[src/rtl/fp_pkg.sv]
// Shared constants and types for the FP add/sub normalization path.
package fp_pkg;

  localparam int MW   = 28;
  localparam int EW   = 8;
  localparam int EMAX = 255;
  localparam int BIAS = 127;

  localparam int CARRY  = 27;
  localparam int HIDDEN = 26;
  localparam int G      = 2;
  localparam int R      = 1;
  localparam int S      = 0;

  typedef enum logic [1:0] {
    RM_RNE = 2'b00,
    RM_RZ  = 2'b01,
    RM_RU  = 2'b10,
    RM_RD  = 2'b11
  } rmode_e;

  typedef struct packed {
    logic [MW-1:0] mant;
    logic [EW-1:0] exp;
    logic          sign;
    logic          eff_sub;
    logic [1:0]    mode;
    logic [4:0]    lz;
  } s1_word_t;

  typedef struct packed {
    logic [MW-1:0] mant;
    logic [EW-1:0] exp;
    logic          sign;
    logic [1:0]    mode;
    logic          ovf;
    logic          is_zero;
  } s2_word_t;

endpackage

[src/rtl/fp_lzc.sv]
// Leading-zero counter over the 27 bits below the carry; all-zero input yields 27.
module fp_lzc
  import fp_pkg::*;
(
  input  logic [HIDDEN:0] din,
  output logic [4:0]      lz
);

  // Ascending scan: the highest set bit is the last one to write lz.
  always_comb begin
    lz = 5'd27;
    for (int i = 0; i <= HIDDEN; i++) begin
      if (din[i]) lz = 5'(HIDDEN - i);
    end
  end

endmodule

[src/rtl/fp_normalize.sv]
// Two-stage normalization of the raw adder result into the rounding-stage format.
module fp_normalize
  import fp_pkg::*;
(
  input  logic          clk,
  input  logic          rst,
  input  logic          in_valid,
  output logic          in_ready,
  input  logic [MW-1:0] mant_sum,
  input  logic [EW-1:0] exp_in,
  input  logic          sign_in,
  input  logic          eff_sub,
  input  logic [1:0]    mode_in,
  output logic          out_valid,
  input  logic          out_ready,
  output logic [MW-1:0] mantisa_norm,
  output logic [EW-1:0] exp_norm,
  output logic          sign_norm,
  output logic [1:0]    mode_out,
  output logic          ovf,
  output logic          is_zero
);

  logic [4:0]     lz;
  s1_word_t       s1_q, s1_d;
  s2_word_t       s2_q, s2_d, res;
  logic           s1_valid_q, s1_valid_d;
  logic           s2_valid_q, s2_valid_d;
  logic           in_fire, s2_advance;
  logic [EW:0]    exp9, exp_inc, smax, lz9;
  logic [4:0]     sh;
  logic [HIDDEN:0] body;

  fp_lzc u_lzc (
    .din (mant_sum[HIDDEN:0]),
    .lz  (lz)
  );

  assign s2_advance = s1_valid_q && (!s2_valid_q || out_ready);
  assign in_ready   = !s1_valid_q || s2_advance;
  assign in_fire    = in_valid && in_ready;

  always_comb begin
    s1_valid_d = s1_valid_q;
    s1_d       = s1_q;
    if (in_fire) begin
      s1_valid_d = 1'b1;
      s1_d = '{mant: mant_sum, exp: exp_in, sign: sign_in,
               eff_sub: eff_sub, mode: mode_in, lz: lz};
    end else if (s2_advance) begin
      s1_valid_d = 1'b0;
    end
  end

  // Exponent math is kept in 9 bits so exp+1 and exp-1 never wrap.
  always_comb begin
    res      = '0;
    res.sign = s1_q.sign;
    res.mode = s1_q.mode;
    exp9     = {1'b0, s1_q.exp};
    exp_inc  = exp9 + (EW+1)'(1);
    smax     = (exp9 == '0) ? '0 : exp9 - (EW+1)'(1);
    lz9      = {4'b0, s1_q.lz};
    sh       = '0;
    body     = '0;
    if (s1_q.mant == '0) begin
      res.is_zero = 1'b1;
      res.sign    = s1_q.eff_sub ? (s1_q.mode == RM_RD) : s1_q.sign;
    end else if (s1_q.mant[CARRY]) begin
      if (exp_inc >= (EW+1)'(EMAX)) begin
        res.ovf = 1'b1;
        res.exp = '1;
      end else begin
        res.exp  = exp_inc[EW-1:0];
        res.mant = {1'b0, s1_q.mant[CARRY:G], |s1_q.mant[R:S]};
      end
    end else begin
      if (lz9 <= smax) begin
        sh      = s1_q.lz;
        res.exp = s1_q.exp - EW'(s1_q.lz);
      end else begin
        // Exponent floor reached: stop shifting and emit a denormal.
        sh = smax[4:0];
      end
      body     = s1_q.mant[HIDDEN:0] << sh;
      res.mant = {1'b0, body};
    end
  end

  always_comb begin
    s2_d       = s2_advance ? res : s2_q;
    s2_valid_d = s2_valid_q;
    if (s2_advance) begin
      s2_valid_d = 1'b1;
    end else if (out_ready) begin
      s2_valid_d = 1'b0;
    end
  end

  always_ff @(posedge clk or posedge rst) begin
    if (rst) begin
      s1_valid_q <= 1'b0;
      s2_valid_q <= 1'b0;
      s1_q       <= '0;
      s2_q       <= '0;
    end else begin
      s1_valid_q <= s1_valid_d;
      s2_valid_q <= s2_valid_d;
      s1_q       <= s1_d;
      s2_q       <= s2_d;
    end
  end

  assign out_valid    = s2_valid_q;
  assign mantisa_norm = s2_q.mant;
  assign exp_norm     = s2_q.exp;
  assign sign_norm    = s2_q.sign;
  assign mode_out     = s2_q.mode;
  assign ovf          = s2_q.ovf;
  assign is_zero      = s2_q.is_zero;

endmodule

[config.mk]
export PLATFORM = sky130hd
export DESIGN_NAME = fp_normalize
export DESIGN_NICKNAME = d
export VERILOG_FILES = /design/src/rtl/fp_pkg.sv /design/src/rtl/fp_lzc.sv /design/src/rtl/fp_normalize.sv
export SDC_FILE = /design/constraint.sdc
export NUM_CORES = 1
export LEC_CHECK = 0
export BUFFER_PORTS_ARGS = -buffer_cell sky130_fd_sc_hd__buf_2
export CAP_MARGIN = 0
export CORE_MARGIN = 5
export CORE_UTILIZATION = 35
export CTS_CLUSTER_DIAMETER = 150
export DETAILED_ROUTE_END_ITERATION = 7
export HOLD_SLACK_MARGIN = 0.03
export PLACE_DENSITY = 0.55
export RECOVER_POWER = 50
export SKIP_LAST_GASP = 1
export SLEW_MARGIN = 40
export SYNTH_ARGS = -nofsm -noshare
export SYNTH_HDL_FRONTEND = slang
export SYNTH_SLANG_ARGS = --single-unit
[constraint.sdc]
create_clock -name clk -period 10.4 [get_ports clk]
set_input_delay 2.08 -clock clk [delete_from_list [all_inputs] [get_ports clk]]
set_output_delay 2.08 -clock clk [all_outputs]
set_load 0.005 [all_outputs]
==> results of run 1 <==
[flip-flops by register name, summed over array words and instances (netlist names)]
name	count
lz9	5
s1_q	30
mode_out	2
is_zero	1
exp9	8
out_valid	1
exp_norm	8
ovf	1
mantisa_norm	27
sign_norm	1
res	2
s1_valid_q	1
[cells in the final DEF (no fill, tap or decap), types with 5 or more instances in the layout]
| cell | n |
|---|---|
| dfrtp_1 | 87 |
| nand2_1 | 81 |
| buf_2 | 75 |
| mux2i_1 | 47 |
| mux2_2 | 45 |
| a21oi_1 | 45 |
| o21ai_0 | 36 |
| nor2_1 | 29 |
| inv_1 | 18 |
| a22oi_1 | 17 |
| nor3_1 | 14 |
| a211oi_1 | 14 |
| nor4_1 | 13 |
| ha_1 | 13 |
| clkbuf_1 | 12 |
| a21o_1 | 11 |
| nand2b_1 | 10 |
| nand3_1 | 10 |
| clkbuf_16 | 9 |
| a311oi_1 | 8 |
| o31ai_1 | 7 |
| o21ai_1 | 7 |
| and3_1 | 6 |
| xnor2_1 | 6 |
| a221o_1 | 6 |
| nor2b_1 | 5 |
| buf_4 | 5 |
[kinds of logic after synthesis]
kind of cell	Yosys count	share of synthesized area
adder cells (fa/ha/maj)	14	0.0299
other	1	0.000613
XOR/XNOR	10	0.0143
buffers and inverters	67	0.0554
AND/OR/NAND/NOR	188	0.149
multiplexers	95	0.171
AO/OA/AOI/OAI	201	0.224
flip-flops	87	0.356
[layer usage]
| layer | GRT usage | up-vias |
|---|---|---|
| met5 | 0 | - |
| met4 | 0.0652 | 0 |
| met3 | 0.0390 | 25 |
| met2 | 0.297 | 183 |
| met1 | 0.295 | 2714 |
| li1 | - | 2588 |
[per-stage QoR]
step                      setup WS (ns)  hold WS (ns)  area (µm²)
after floorplan                    6.06         0.457        6120
after global placement             5.40         0.460        6620
after detailed placement           5.20         0.466        6620
after CTS                          5.17         0.480        6940
after global routing               3.84         0.495        6920
final                              4.74         0.475        6920
[path summary, 6_finish.rpt]
path / from / endpoint / slack [ns] / cells past startpoint
setup / recovery: out_ready / mantisa_norm[13] / 4.74 / 9
hold / removal: exp_norm[3] / exp_norm[3] / 0.47 / 1
setup reg to reg: exp9[0] / mantisa_norm[23] / 5.17 / 16
hold reg to reg: exp_norm[3] / exp_norm[3] / 0.47 / 1
max in group asynchronous: rst / s1_q[22] / 4.83 / 3
min in group asynchronous: rst / ovf / 2.01 / 2
[where the power goes]
part | switching [mW] | internal, mW | total [mW]
clock network | 0.138 | 0.206 | 0.344
registers | 0.0926 | 0.407 | 0.500
logic | 0.250 | 0.191 | 0.440
[worst reg2reg max path, cell delays in order (launching register included)]
cell      delay [ns]
dfrtp_1         0.49
inv_1           0.18
ha_1            0.27
nor3b_1         0.43
mux2i_1         0.37
ha_1            0.31
and3_1          0.21
a31oi_1         0.20
and4b_1         0.49
nand2_8         0.18
a21oi_2         0.17
buf_4           0.42
mux2i_1         0.41
mux2i_1         0.18
a221o_1         0.37
a211oi_1        0.34
o21ai_1         0.09
[area by class of cell]
class / count / area share
Inverter: 20 / 0.0110
Sequential cell: 87 / 0.315
Tap cell: 225 / 0.0407
Timing Repair Buffer: 92 / 0.0662
Clock inverter: 4 / 0.00741
Multi-Input combinational cell: 509 / 0.522
Clock buffer: 12 / 0.0385
==> results.md, run 1 <==
- Fmax: 0.177 GHz
- Met1 wire length: 9570 µm
- Measured slew at the worst slew-check pin: 3.18 ns
- Antenna violations before repair: 0
- Critical path type: input pin to flip-flop
- Pwr dens: 186 nW/µm²
- CTS root buffer: clkbuf_16
- CTS buffer count: 9
- PortBufs: 85
- Crit Path Max Fanout: 51
- Initial drt markers: 515
- Post-synth top cells: 87 x dfrtp_1, 82 x nand2_1, 47 x mux2i_1, 45 x a21oi_1, 45 x mux2_2
- Yosys reg bits: 87
- Vias in the first global route: 5460
- Max Slew Vio Count: 112
- ANT nets after route: 0
- Top cell type's share of synthesized area: 0.356
- DR pass1 iterations: 5
- Final Hold Viols: 0
- Cells after Synth: 663
- CP max stage delay: 1.67 ns
- Post-cts sizing count: 0
- Core ar.: 17200 µm²
- Initial core utilization: 0.355
- Die ar.: 20200 µm²
- WL per Instance: 21.2 µm
- Synth-to-Final Area Change: 13.2%
- Multi-input gate area: 3610 µm²
- Crit-path leading delay family: buffers and inverters
- Post-Route WL: 20100 µm
- Final net count: 777
- Final setup TNS: 0 ns
- Net Count, Synth: 721
- H-Tree Depth: 3
- Met2 routed WL: 8940 µm
- Commonest register cell after synthesis: dfrtp_1
- Buffers plus inverters on the worst setup path: 2
- Clock Pin Slew Worst Setup and Hold Paths: 0.06 ns
- Arr. time, crit path: 5.89 ns
- Worst Skew: 0.0103 ns
- DR vias: 5510
- Die width: 142 µm
- Post-synthesis sequential area ratio: 0.356
- Hold WC Path Type: flip-flop to flip-flop
- Wire length on met3: 1170 µm
- Die Y: 142 µm
- Pleak: 3.13 nW
- WP data required: 10.63 ns
- CTS Buffer Depth: 2
- Mapped Area: 6120 µm²
- Count leader, synth: dfrtp_1
- Final std cells w/o fill: 949
- Gpl congestion: 0.919
- CP Capture Type: flip-flop
- First-pass GRT wire length: 31600 µm
- Final setup violation count: 0
- Slew headroom: -1.12
- RSZ-0062 raised after global routing: false
- EDFF count, synth: 0
- Violated checks: max-capacitance violations, max-slew violations
- Startpoint types: input pin
- Final Util: 0.402
- Clk_lat worst skew: 0.36 ns
- Row cnt: 48
- Cell variety after synth: 74
- Power Total: 1.28 mW
- Top sig layer: met4
- Vias per inst: 5.81
- Cts hold-fix bufs: 0
- Share of cells above drive strength 1: 0.221
- Crit share post-route: 0.544
- Post-CTS setup buffer count: 0
- Synth area leader: dfrtp_1
- HPWL after DPL: 15300 µm
- CP max-delay cell: clkbuf_1
- Ys async rst share: 1.00
- Max Cap Violations: 2
- TritonCTS clock tree: yes
- GRT overflow: 0
- Top post-synthesis cells by area: dfrtp_1 36%, mux2_2 8.3%, mux2i_1 7.7%, nand2_1 5.0%, a21oi_1 3.7%
- Crit-path cells: buf_2 > nand2b_1 > nand2_1 > clkbuf_1 > nor2_1 > and2_1 > nand3_1 > a211oi_1 > a221o_1
- VDD IR max: 86.3 µV
- Syn. warnings: 0
- # IOs: 87
- FF+latch area: 2180 µm²
- Drt drc: 0
- Fillers: 1728
- Largest net degree at the start of global routing: 60
- Antenna cells: 0
- Synthesized area per cell: 9.23 µm²
- DP Cell Count: 933
- Tot GR Track Use: 0.201
- Min cycle time layout: 5.66 ns
- Status: complete, but fails checks
- Clock Sinks: 87
(Power assumes the default switching activity.)
==> run 2, diff against run 1 <==
--- a/config.mk
+++ b/config.mk
@@ -12,7 +12,7 @@
 export CTS_CLUSTER_DIAMETER = 150
 export DETAILED_ROUTE_END_ITERATION = 7
 export HOLD_SLACK_MARGIN = 0.03
-export PLACE_DENSITY = 0.55
+export PLACE_DENSITY = 0.57
 export RECOVER_POWER = 50
 export SKIP_LAST_GASP = 1
 export SLEW_MARGIN = 40
==> constraint.sdc (replaced) <==
create_clock -name clk -period 4.5 [get_ports clk]
set_input_delay 0.9 -clock clk [delete_from_list [all_inputs] [get_ports clk]]
set_output_delay 0.9 -clock clk [all_outputs]
set_load 0.005 [all_outputs]
==> run 2 against run 1 <==
The run now ends clean. Sequential power grew 130%. Via count increased by 1.7%. Non-clock buffer count grew 32. Worst setup slack worse by 4.5 ns. Clock power grew 140%. First-iteration DRC count down 3.1%. Sequential share of layout area shrank 1.5 points. Wire length decreased by 0.37%. Die area did not move. Final area up 4.9%. Register-to-register slack worse by 4.9 ns. Largest power group unchanged.
==> results.md, run 2 (synthesis results as in run 1) <==
- CP max stage delay: 0.38 ns (was 1.67 ns)
- Largest Register: s1_q (unchanged)
- Initial drt markers: 499 (was 515)
- Startpoint types: flip-flop (was input pin)
- Crit Path Max Fanout: 13 (was 51)
- Pwr dens: 424 nW/µm² (was 186 nW/µm²)
- DR pass1 iterations: 5 (unchanged)
- Pleak: 3.33 nW (was 3.13 nW)
- Hold WC Path Type: flip-flop to flip-flop (unchanged)
- CP Capture Type: flip-flop (unchanged)
- Worst R2R Start: exp9[0] (unchanged)
- WP depth: 17 (was 9)
- VDD IR max: 203 µV (was 86.3 µV)
- Slew headroom: 0.0217 (was -1.12)
- Final setup violation count: 0 (unchanged)
- Row cnt: 48 (unchanged)
- DP Cell Count: 964 (was 933)
- TritonCTS clock tree: yes (unchanged)
- Cell area after layout: 7260 µm² (was 6920 µm²)
- Buffers plus inverters on the worst setup path: 3 (was 2)
- Vias per inst: 5.71 (was 5.81)
- Gpl congestion: 0.951 (was 0.919)
- Crit share post-route: 0.941
- Placement Setup Slack: 0.0244 ns (was 5.20 ns)
- Antenna violations before repair: 0 (unchanged)
- WP data required: 4.74 ns (was 10.63 ns)
- Die ar.: 20200 µm² (unchanged)
- Core ar.: 17200 µm² (unchanged)
- R2R depth: 17 (was 16)
- R2r endpoint: mantisa_norm[19] (was mantisa_norm[23])
- Final setup TNS: 0 ns (unchanged)
- CTS buffer count: 9 (unchanged)
- Crit path to: mantisa_norm[19] (was mantisa_norm[13])
- Synth-to-Final Area Change: 18.7% (was 13.2%)
- Final Hold Viols: 0 (unchanged)
- CTS root buffer: clkbuf_16 (unchanged)
- WL per Instance: 20.4 µm (was 21.2 µm)
- Placed Area: 6890 µm² (was 6620 µm²)
- Antenna cells: 0 (unchanged)
- Final std cells w/o fill: 981 (was 949)
- Arr. time, crit path: 4.48 ns (was 5.89 ns)
- Clock Pin Slew Worst Setup and Hold Paths: 0.07 ns (was 0.06 ns)
- Min cycle time layout: 4.24 ns
- CP max-delay cell: dfrtp_1 (was clkbuf_1)
- HPWL after DPL: 15600 µm (was 15300 µm)
- Critical path type: flip-flop to flip-flop (was input pin to flip-flop)
- Clock Sinks: 87 (unchanged)
- Tot GR Track Use: 0.202 (was 0.201)
- Die Y: 142 µm (unchanged)
- PortBufs: 85 (unchanged)
- Post-Route WL: 20000 µm (was 20100 µm)
- Post-CTS setup buffer count: 0 (unchanged)
- CP startpoint: exp9[0] (was out_ready)
- Max Cap Violations: 0 (was 2)
- GRT overflow: 0 (unchanged)
- ANT nets after route: 0 (unchanged)
- Die width: 142 µm (unchanged)
- Max Slew Vio Count: 0 (was 112)
- Drt drc: 0 (unchanged)
- Largest net degree at the start of global routing: 57 (was 60)
- First-pass GRT wire length: 31900 µm (was 31600 µm)
- Crit-path leading delay family: compound AO/OA/AOI/OAI gates (was buffers and inverters)
- Vias in the first global route: 5557 (was 5460)
- Worst Skew: 0.00612 ns (was 0.0103 ns)
- CTS Buffer Depth: 2 (unchanged)
- Setup ws final: 0.263 ns (was 4.74 ns)
- Fmax: 0.236 GHz
- Most common cell after layout, fill and taps aside: dfrtp_1 (unchanged)
- Clk_lat worst skew: 0.36 ns (about the same)
- H-Tree Depth: 3 (unchanged)
- Crit-path cells: inv_1 > ha_1 > nor3b_4 > mux2i_2 > ha_1 > and3_1 > a31oi_1 > and4b_2 > nand2_8 > buf_4 > a21o_1 > buf_4 > nand2_1 > o22ai_2 > a221oi_1 > o211ai_1 > a32o_1 (was buf_2 > nand2b_1 > nand2_1 > clkbuf_1 > nor2_1 > and2_1 > nand3_1 > a211oi_1 > a221o_1)
- Largest register FFs: 30 (unchanged)
- Measured slew at the worst slew-check pin: 1.46 ns (was 3.18 ns)
- R2r setup slk: 0.26 ns (was 5.17 ns)
- Initial core utilization: 0.355 (unchanged)
- RSZ-0062 raised after global routing: false (unchanged)
- Status: complete, no violations (was complete, but fails checks)
- DR vias: 5606 (was 5510)
- Most frequent cells in the layout: 87 x dfrtp_1, 81 x nand2_1, 75 x buf_2 (unchanged)
- Final net count: 809 (was 777)
- Share of cells above drive strength 1: 0.265 (was 0.221)
- # IOs: 87 (unchanged)
## run 2: cell count changes in the layout (fill, tap and decap cells not counted), moves of 2 or more
cell	previous run	this run
a311oi_2	0	4
buf_4	5	34
a311oi_1	8	4
buf_12	0	3
clkbuf_8	3	1
## run 2: worst min-delay path by stage
stage / from / endpoint / slack, ns / cells past startpoint
global placement: exp_norm[4] / exp_norm[4] / 0.46 / 1
detailed placement: exp_norm[2] / exp_norm[2] / 0.46 / 1
global route: exp_norm[3] / exp_norm[3] / 0.49 / 1
CTS: exp_norm[2] / exp_norm[2] / 0.48 / 1
finish: exp_norm[2] / exp_norm[2] / 0.47 / 1
floorplan: s1_valid_q / out_valid / 0.46 / 1
## run 2: area by class of cell
class                   count  area, µm²
clock buffers              10        239
clock inverters             6       91.3
fillers                  1692       9980
inverters                  20       76.3
multi-input cells         509       3660
flip-flops and latches     87       2180
well taps                 225        282
repair buffers            124        737
## run 2: worst reg2reg max path: stages (launching register included)
cell and delay (ns):
dfrtp_1 0.38, inv_1 0.12, ha_1 0.26, nor3b_4 0.28, mux2i_2 0.30, ha_1 0.30, and3_1 0.20, a31oi_1 0.19
and4b_2 0.32, nand2_8 0.06, buf_4 0.18, a21o_1 0.31, buf_4 0.25, nand2_1 0.14, o22ai_2 0.12, a221oi_1 0.32
o211ai_1 0.13, a32o_1 0.28
## run 2: stage by stage
step	total power, mW	utilization	hold WS [ns]
2_1_floorplan	1.78	-	0.457
3_3_place_gp	2.22	0.400	0.457
3_5_place_dp	2.24	0.400	0.460
4_1_cts	3.09	0.419	0.475
5_1_grt	3.26	0.421	0.492
6_report	3.08	0.421	0.472
## run 2: per-layer routing
| layer | track usage | vias to the layer above | wire, µm |
|---|---|---|---|
| li1 | - | 2644 | - |
| met1 | 0.290 | 2729 | 9300 |
| met2 | 0.312 | 207 | 9200 |
| met3 | 0.0373 | 26 | 1210 |
| met4 | 0.0545 | 0 | 313 |
| met5 | 0 | - | 0 |
## run 2: where the power goes
group / leakage, nW / switching [mW] / internal [mW]
combinational: 2.11 / 0.608 / 0.499
clock: 0.163 / 0.332 / 0.506
sequential: 1.06 / 0.190 / 0.941
total: 3.33 / 1.13 / 1.95
## run 2: timing repair
action / 4_1_cts / 5_1_grt
gates resized for setup: 1 / 9
hold buffers: 0 / 0
setup endpoints to repair: 1 / 18
pin swaps: 0 / 0
